$ cat src/rtl/countones_pkg.sv
// Shared types and mask helpers for the fixed-popcount pattern generator.
package countones_pkg;

    typedef enum logic {
        IDLE = 1'b0,
        RUN  = 1'b1
    } state_e;

    localparam int unsigned MAX_WIDTH = 32;

    // k low bits set; k is clamped to width so callers never overflow the word.
    function automatic logic [MAX_WIDTH-1:0] ones_mask(input int unsigned k,
                                                       input int unsigned width);
        logic [MAX_WIDTH:0] m;
        int unsigned        kk;
        kk = (k > width) ? width : k;
        m  = ({{MAX_WIDTH{1'b0}}, 1'b1} << kk) - {{MAX_WIDTH{1'b0}}, 1'b1};
        return m[MAX_WIDTH-1:0];
    endfunction

    function automatic logic [MAX_WIDTH-1:0] top_mask(input int unsigned k,
                                                      input int unsigned width);
        int unsigned kk;
        kk = (k > width) ? width : k;
        return ones_mask(kk, width) << (width - kk);
    endfunction

endpackage

$ cat src/rtl/countones_ctz.sv
// Combinational trailing-zero count; an all-zero input reports width_p.
module countones_ctz #(
    parameter int unsigned width_p = 8
) (
    input  logic [width_p-1:0]       data_i,
    output logic [$clog2(width_p):0] count_o
);

    localparam int unsigned CW = $clog2(width_p) + 1;

    // Scan from the top so the lowest set bit is the final assignment.
    always_comb begin
        count_o = CW'(width_p);
        for (int unsigned i = width_p; i > 0; i--) begin
            if (data_i[i-1]) begin
                count_o = CW'(i - 1);
            end
        end
    end

endmodule

$ cat src/rtl/countones_gen.sv
// Streams every width_p-bit word with popcount k in ascending order,
// one word per accepted consumer handshake.
module countones_gen
    import countones_pkg::*;
#(
    parameter int unsigned width_p = 8
) (
    input  logic                     clk_i,
    input  logic                     reset_n_i,
    input  logic [$clog2(width_p):0] count_i,
    input  logic                     valid_i,
    output logic                     ready_o,
    output logic [width_p-1:0]       binary_o,
    output logic                     valid_o,
    input  logic                     ready_i,
    output logic                     last_o,
    output logic                     err_o
);

    localparam int unsigned     CW   = $clog2(width_p) + 1;
    localparam logic [CW-1:0]   KMAX = CW'(width_p);

    state_e               state_q;
    logic [width_p-1:0]   pat_q;
    logic [width_p-1:0]   pat_d;
    logic [CW-1:0]        k_q;
    logic                 valid_q;
    logic                 last_q;
    logic                 err_q;

    logic [MAX_WIDTH-1:0] first_w;
    logic [MAX_WIDTH-1:0] new_top_w;
    logic [MAX_WIDTH-1:0] cur_top_w;
    logic [width_p-1:0]   first_pat;
    logic [width_p-1:0]   new_top;
    logic [width_p-1:0]   cur_top;

    logic [width_p:0]     x_ext;
    logic [width_p:0]     c_ext;
    logic [width_p:0]     r_ext;
    logic [width_p:0]     succ_ext;
    logic [CW-1:0]        tz;

    logic                 accept;
    logic                 handshake;

    countones_ctz #(
        .width_p (width_p)
    ) u_ctz (
        .data_i  (pat_q),
        .count_o (tz)
    );

    always_comb begin
        first_w   = ones_mask(32'(count_i), width_p);
        new_top_w = top_mask(32'(count_i), width_p);
        cur_top_w = top_mask(32'(k_q), width_p);
        first_pat = first_w[width_p-1:0];
        new_top   = new_top_w[width_p-1:0];
        cur_top   = cur_top_w[width_p-1:0];
    end

    // Successor is formed one bit wider so the carry out of x + c survives the shift.
    always_comb begin
        x_ext    = {1'b0, pat_q};
        c_ext    = x_ext & (-x_ext);
        r_ext    = x_ext + c_ext;
        succ_ext = r_ext | (((r_ext ^ x_ext) >> 2) >> tz);
        pat_d    = succ_ext[width_p-1:0];
    end

    assign accept    = (state_q == IDLE) && valid_i && (count_i <= KMAX);
    assign handshake = valid_q && ready_i;

    always_ff @(posedge clk_i or negedge reset_n_i) begin
        if (!reset_n_i) begin
            state_q <= IDLE;
            pat_q   <= '0;
            k_q     <= '0;
            valid_q <= 1'b0;
            last_q  <= 1'b0;
            err_q   <= 1'b0;
        end else begin
            err_q <= 1'b0;
            case (state_q)
                IDLE: begin
                    if (accept) begin
                        state_q <= RUN;
                        k_q     <= count_i;
                        pat_q   <= first_pat;
                        valid_q <= 1'b1;
                        last_q  <= (first_pat == new_top);
                    end else if (valid_i) begin
                        err_q <= 1'b1;
                    end
                end
                RUN: begin
                    if (handshake) begin
                        if (last_q) begin
                            state_q <= IDLE;
                            valid_q <= 1'b0;
                            last_q  <= 1'b0;
                        end else begin
                            pat_q  <= pat_d;
                            last_q <= (pat_d == cur_top);
                        end
                    end
                end
                default: begin
                    state_q <= IDLE;
                    valid_q <= 1'b0;
                    last_q  <= 1'b0;
                end
            endcase
        end
    end

    assign ready_o  = (state_q == IDLE);
    assign valid_o  = valid_q;
    assign binary_o = pat_q;
    assign last_o   = last_q;
    assign err_o    = err_q;

    a_stall_hold: assert property (@(posedge clk_i) disable iff (!reset_n_i)
        (valid_q && !ready_i) |=> (valid_q && $stable(pat_q) && $stable(last_q)));

    a_popcount: assert property (@(posedge clk_i) disable iff (!reset_n_i)
        valid_q |-> ($countones(pat_q) == int'(k_q)));

endmodule
$ cat config.mk
export PLATFORM = sky130hd
export DESIGN_NAME = countones_gen
export DESIGN_NICKNAME = d
export VERILOG_FILES = /design/src/rtl/countones_pkg.sv /design/src/rtl/countones_ctz.sv /design/src/rtl/countones_gen.sv
export SDC_FILE = /design/constraint.sdc
export NUM_CORES = 1
export LEC_CHECK = 0
export ABC_AREA = 1
export BUFFER_PORTS_ARGS = -buffer_cell sky130_fd_sc_hd__buf_2
export CORE_MARGIN = 4
export CORE_UTILIZATION = 35
export DETAILED_ROUTE_END_ITERATION = 6
export GPL_TIMING_DRIVEN = 0
export SLEW_MARGIN = 40
export SYNTH_ARGS = -nofsm -noshare
export SYNTH_HDL_FRONTEND = slang
export SYNTH_SLANG_ARGS = --single-unit
export TNS_END_PERCENT = 10
$ cat constraint.sdc
create_clock -name clk_i -period 2.8 [get_ports clk_i]
set_clock_uncertainty 0.2 [all_clocks]
set_input_delay 0.28 -clock clk_i [delete_from_list [all_inputs] [get_ports clk_i]]
set_output_delay 0.28 -clock clk_i [all_outputs]
set_load 0.1 [all_outputs]
==> After elaboration in Yosys (flattened, before gate mapping) <==
Index checks and enable logic that the tools add are counted.
{ "totals": {"regBits": 16, "elab_cells": 72, "output_inout_bits": 12, "input_bits": 8} }
{ "classes": {"muxes": 31, "n_reduce_logical": 7, "shifts": 6, "n_lt_le_gt_ge": 5, "n_addsub": 7, "bitwise_logic": 4, "eq_ne": 6} }
{ "ops": {"columns": ["cell", "count"], "rows": [
  ["left shift 1 x 4 -> 32 bit (first input constant)", 2],
  ["left shift 32 x 32 -> 8 bit", 2],
  ["subtractor 32 x 1 -> 32 bit (second input constant)", 2],
  ["2-to-1 mux 4 bit", 12],
  ["2-to-1 mux 8 bit", 3],
  ["== test 8 bit", 2],
  ["greater-than comparator 4 bit (second input constant)", 4],
  ["one-hot mux 8 bit (2 select lines)", 1],
  ["2-to-1 mux 1 bit", 12],
  ["subtractor 4 x 4 -> 5 bit (first input constant)", 2],
  ["adder 8 x 9 -> 9 bit", 1],
  ["bitwise AND 8 x 9 -> 9 bit", 1],
  ["negator 8 -> 9 bit", 1],
  ["bitwise XOR 9 x 8 -> 9 bit", 1],
  ["bitwise OR 8 bit", 1],
  ["left shift 1 x 4 -> 8 bit (first input constant)", 1],
  [">> shifter 7 x 4 -> 8 bit", 1],
  ["subtractor 8 x 1 -> 8 bit (second input constant)", 1],
  ["inequality test 2 x 1 -> 1 bit (second input constant)", 3],
  ["one-hot mux 1 bit (2 select lines)", 3],
  ["AND reduction 3 bit", 2],
  ["<= comparator 4 bit (second input constant)", 1],
  ["AND reduction 2 bit", 2],
  ["logical AND 1 bit", 3],
  ["2 further kinds", 2]
]} }

==> Depth between registers and ports, before layout <==
{ "depth": {"ltp_word": 14, "mapped_depth": 21} }

==> By module <==
From an unflattened synthesis, not the netlist that was laid out.
{ "unflattened": {"cells_unflattened": 430, "hier_area_um2": 2408.6} }
{ "by_module_without_submodules": {"columns": ["mod", "area_per_inst_um2", "instances", "seq_area_each_um2", "cells_each"], "rows": [
  ["countones_gen", 2307.2, 1, 400.4, 409],
  ["countones_ctz", 101.3, 1, 0.0, 21]
]} }

==> Least setup slack after synthesis <==
No wires, ideal clock.
{ "synth_path": {"path_type": "flip-flop to flip-flop", "start": "register pat_q[1] (netlist: binary_o[1])", "end": "register last_q (netlist: last_o)", "setup_time_ps": 78, "period_less_slack_ps": 2767, "t_arrival_ps": 2489, "path_stages_with_launch": 17, "setup_slack_ps": 33, "required_ps": 2522, "cell_sequence": "dfrtp_1 inv_2 nand2_2 nand3_1 nand2_1 nand3_1 nand2_1 nand2_1 o21ai_2 nand2_1 nand2_1 nand2_1 nand2_1 nand2_1 nor2_1 nand3_1 a21oi_1"} }
{ "synth_via": {"elab_chain_cells": 10, "word_cells_on_any_way": 12, "cone_classes": "2 x add/sub; 1 x eq/ne; 1 x shift; 5 x mux; 3 x bitwise"} }
{ "synth_rtl": {"columns": ["element", "line", "rtl"], "rows": [
  ["start, declared", "countones_gen.sv:24", "logic [width_p-1:0] pat_q;"],
  ["start signal, assigned", "countones_gen.sv:90", "pat_q <= first_pat;"],
  ["start signal, assigned", "countones_gen.sv:104", "pat_q <= pat_d;"],
  ["negator 8 -> 9 bit", "countones_gen.sv:66", "c_ext = x_ext & (-x_ext);"],
  ["bitwise AND 8 x 9 -> 9 bit", "countones_gen.sv:66", null],
  ["adder 8 x 9 -> 9 bit", "countones_gen.sv:67", "r_ext = x_ext + c_ext;"],
  ["bitwise XOR 9 x 8 -> 9 bit", "countones_gen.sv:68", "succ_ext = r_ext | (((r_ext ^ x_ext) >> 2) >> tz);"],
  [">> shifter 7 x 4 -> 8 bit", "countones_gen.sv:68", null],
  ["bitwise OR 8 bit (*)", "countones_gen.sv:68", null],
  ["== test 8 bit (*)", "countones_gen.sv:105", "last_q <= (pat_d == cur_top);"],
  ["2-to-1 mux 1 bit (*)", "countones_gen.sv:99", "if (last_q) begin"],
  ["2-to-1 mux 1 bit (*)", "countones_gen.sv:98", "if (handshake) begin"],
  ["one-hot mux 1 bit (2 select lines) (*)", "countones_gen.sv:85", "case (state_q)"],
  ["end signal, assigned", "countones_gen.sv:92", "last_q <= (first_pat == new_top);"],
  ["end signal, assigned", "countones_gen.sv:105", null],
  ["end, declared", "countones_gen.sv:28", "logic last_q;"]
]} }
Every way passes the cells marked *; elsewhere a longest branch is shown, timed or not. The select of a mux whose other input is x is not followed.
A chain may end at the register's enable or synchronous reset.

==> Worst setup path in the final report <==
{ "layout_path": {"start": "input port count_i[3]", "end": "register last_q (netlist: last_o)"} }
{ "layout_via": {"elab_chain_cells": 10, "word_cells_on_any_way": 17, "cone_classes": "3 x add/sub; 3 x order compare; 2 x eq/ne; 3 x shift; 4 x mux; 2 x reduce/logical"} }
{ "layout_rtl": {"columns": ["element", "line", "rtl"], "rows": [
  ["start, declared", "countones_gen.sv:10", "input logic [$clog2(width_p):0] count_i,"],
  ["greater-than comparator 4 bit", "countones_pkg.sv:16, countones_pkg.sv:24", null],
  ["2-to-1 mux 4 bit", "countones_pkg.sv:16, countones_pkg.sv:24", null],
  ["greater-than comparator 4 bit", "countones_pkg.sv:16", "kk = (k > width) ? width : k;"],
  ["2-to-1 mux 4 bit", "countones_pkg.sv:16", null],
  ["left shift 1 x 4 -> 32 bit", "countones_pkg.sv:17", "m = ({{MAX_WIDTH{1'b0}}, 1'b1} << kk) - {{MAX_WIDTH{1'b0}}, 1'b1};"],
  ["subtractor 32 x 1 -> 32 bit", "countones_pkg.sv:17", null],
  ["left shift 32 x 32 -> 8 bit", "countones_pkg.sv:25", "return ones_mask(kk, width) << (width - kk);"],
  ["== test 8 bit", "countones_gen.sv:92", null],
  ["2-to-1 mux 1 bit", "countones_gen.sv:87", "if (accept) begin"],
  ["one-hot mux 1 bit (2 select lines)", "countones_gen.sv:85", null]
]} }
Parallel ways exist; a longest one is shown, timed or not. The select of a mux whose other input is x is not followed.

==> reports/results.ini <==
[synthesis]
synth_seq_cells = 16
synth_top_area_share_pct = 22.0
synth_cells = 436
synth-seq-area-share_pct = 16.8
synth_top_cell_by_area = nand2_1
netlist-cell-type-count = 35
netlist_area_um2 = 2380
yosysWarnings = 0
avgSynthCellArea_um2 = 5.47
yosys-top-cells-area = nand2_1, dfrtp_1, nand3_1, inv_1, nor2_1
syn_nets = 454

[cts]
cts_tree = yes
cts-root-buf = clkbuf_8
clock_latency_ns = 0.24
clock_path_buffers = 2
clk_pin_slew_ns = 0.06
cts_sinks = 16
cts_made_buffers = 3
htreeDepth = 1

[grt]
grt_pass1_wl_um = 10900
grt-busiest-layer = met2
grt.total_usage_pct = 15.5
antenna_found_initial = 0
grt_use_met3_pct = 0.583
use_met2_pct = 27.1
grt_pass1_vias = 2506
met1_usage_pct = 20.6
gr-total-overflow = 0
grt_max_degree = 17

[worst_hold_path]
hp-class = in -> reg
whs_endpoint = err_o
hold_depth = 3
hold_start = valid_i

[cells_and_area]
final_common_cell = nand2_1
n_antenna_cell = 0
area_growth_pct = 11.9
layout.nets = 479
drive_gt1_share_pct = 12.0
final_cell_mix = nand2_1, inv_1, nand3_1

[worst_setup_path]
required_ns = 2.73
crit_path_max_fanout = 9
startpoint_type = input port
rr_endpoint = last_o
reg2regPathDepth = 13
cp.arrival_ns = 2.50
worstSetupPathType = in -> reg
critPathCaptureType = register
worst-r2r-setup-slack_ns = 0.26
r2r_start = k_q[3]

[die]
fp.dieW_um = 90.5
io_pins = 20
coreArea_um2 = 6490
rows = 29
initial_core_util_pct = 36.7
die_h_um = 90.5
fp.dieArea_um2 = 8200

[timing]
timing.final.hold_violations = 0
fmax_mhz = 389
worstMarginPinSlew_ns = 0.488
relSlewSlack_pct = 67.7
holdWs_ns = 0.0790
post-route-period-util_pct = 91.8
rsz0062_at_grt = false
slew_viol_final = 0
fin_crit_ns = 2.57
setup_violations = 0

[placed_design]
gp_congestion = 0.908
hpwl_um = 5330
numPortBuffers = 18

[status]
status = complete, no violations

[routing]
drc = 0
first_pass_iters = 4
viasPerCell = 5.13
via_count = 2748
routed_wl_um = 6480
drt-initial-drc-count = 155
wl_per_cell_um = 12.1
antenna_left = 0

[flow_run]
max_cap_violations = 0

## worst max-delay path: stages
cell and delay (ns):
buf_4 0.17, clkinvlp_4 0.18, nand2_2 0.20, ha_2 0.25, ha_1 0.15, nand2_1 0.12
ha_1 0.22, or2_2 0.29, nand2_1 0.13, o21bai_1 0.13, nand2_1 0.08, nand3b_1 0.08
nor2_1 0.06, nor2_1 0.09, a21oi_1 0.07
## kinds of logic (layout without fill, tap and decap cells)
logic type / count (synthesis) / in the layout / synth area share [%]
XOR/XNOR: 7 / 7 / 2.57
AO/OA/AOI/OAI: 69 / 69 / 16.2
buffers and inverters: 72 / 95 / 11.5
AND/OR/NAND/NOR: 262 / 262 / 47.7
flip-flops: 16 / 16 / 16.8
adder cells (fa/ha/maj): 10 / 10 / 5.25
## through the flow
step	instances	setup WS (ns)	utilization (%)	instance area [um^2]	setup TNS [ns]
6_report	536	0.230	41.1	2670	0
5_1_grt	536	0.000724	41.1	2670	0
4_1_cts	535	0.0295	40.4	2630	0
3_5_place_dp	531	-0.261	39.6	2570	-0.325
3_3_place_gp	531	-0.196	39.6	2570	-0.233
2_1_floorplan	436	0.0329	-	2380	0
## synth_stat cells
cell type and number:
a21boi_1 1, a21oi_1 18, a21oi_2 1, a31o_2 1, a31oi_1 1, and2_1 1, buf_4 1, clkbuf_1 5
clkinv_1 1, dfrtp_1 16, ha_1 10, inv_1 60, inv_2 5, nand2_1 140, nand2_2 7, nand3_1 48
nand3_2 1, nand3b_1 1, nand4_1 13, nor2_1 40, nor2_2 4, nor2_4 1, nor3_1 2, nor3b_1 1
o211ai_1 3, o21ai_0 27, o21ai_1 6, o21ai_2 2, o21bai_1 2, o22ai_1 6, o31ai_1 1, or2_0 2
or2_2 1, xnor2_1 3, xor2_1 4
## area by class of cell
class / instances / area [um^2]
repair buffers: 20 / 108
multi-input cells: 348 / 1740
fillers: 738 / 3830
clock buffers: 3 / 41.3
plain buffers: 6 / 26.3
flip-flops and latches: 16 / 400
well taps: 77 / 96.3
inverters: 66 / 255
## flip-flops by register name, indices dropped and copies added, names as in the netlist
signal	count
k_q	4
err_o	1
valid_o	1
state_q	1
binary_o	8
last_o	1
## worst max path at each step
| stage | endpoint | cells after the start | startpoint | slack [ns] |
|---|---|---|---|---|
| after floorplan | last_o | 16 | binary_o[1] | 0.03 |
| after global placement | last_o | 17 | count_i[1] | -0.20 |
| after detailed placement | last_o | 17 | count_i[1] | -0.26 |
| after CTS | last_o | 16 | count_i[3] | 0.03 |
| after global routing | last_o | 15 | k_q[0] | 0.0007 |
| final | last_o | 15 | count_i[3] | 0.23 |
## routing by layer
metal  wire, um  up-vias
li1           -     1470
met1       3190     1243
met2       3140       33
met3        101        2
met4         48        0
met5          0        -
## timing repair
action / 4_1_cts / 5_1_grt
gates cloned: 0 / 0
endpoints found under the setup margin: 1 / 1
hold buffers: 1 / 0
resized for setup: 1 / 10
hold endpoints to repair: 16 / 0
buffers inserted: 0 / 1
Power is left out: the tool's default activity adds up to more than one toggle a clock period on the data nets, which glitch-free logic cannot reach.
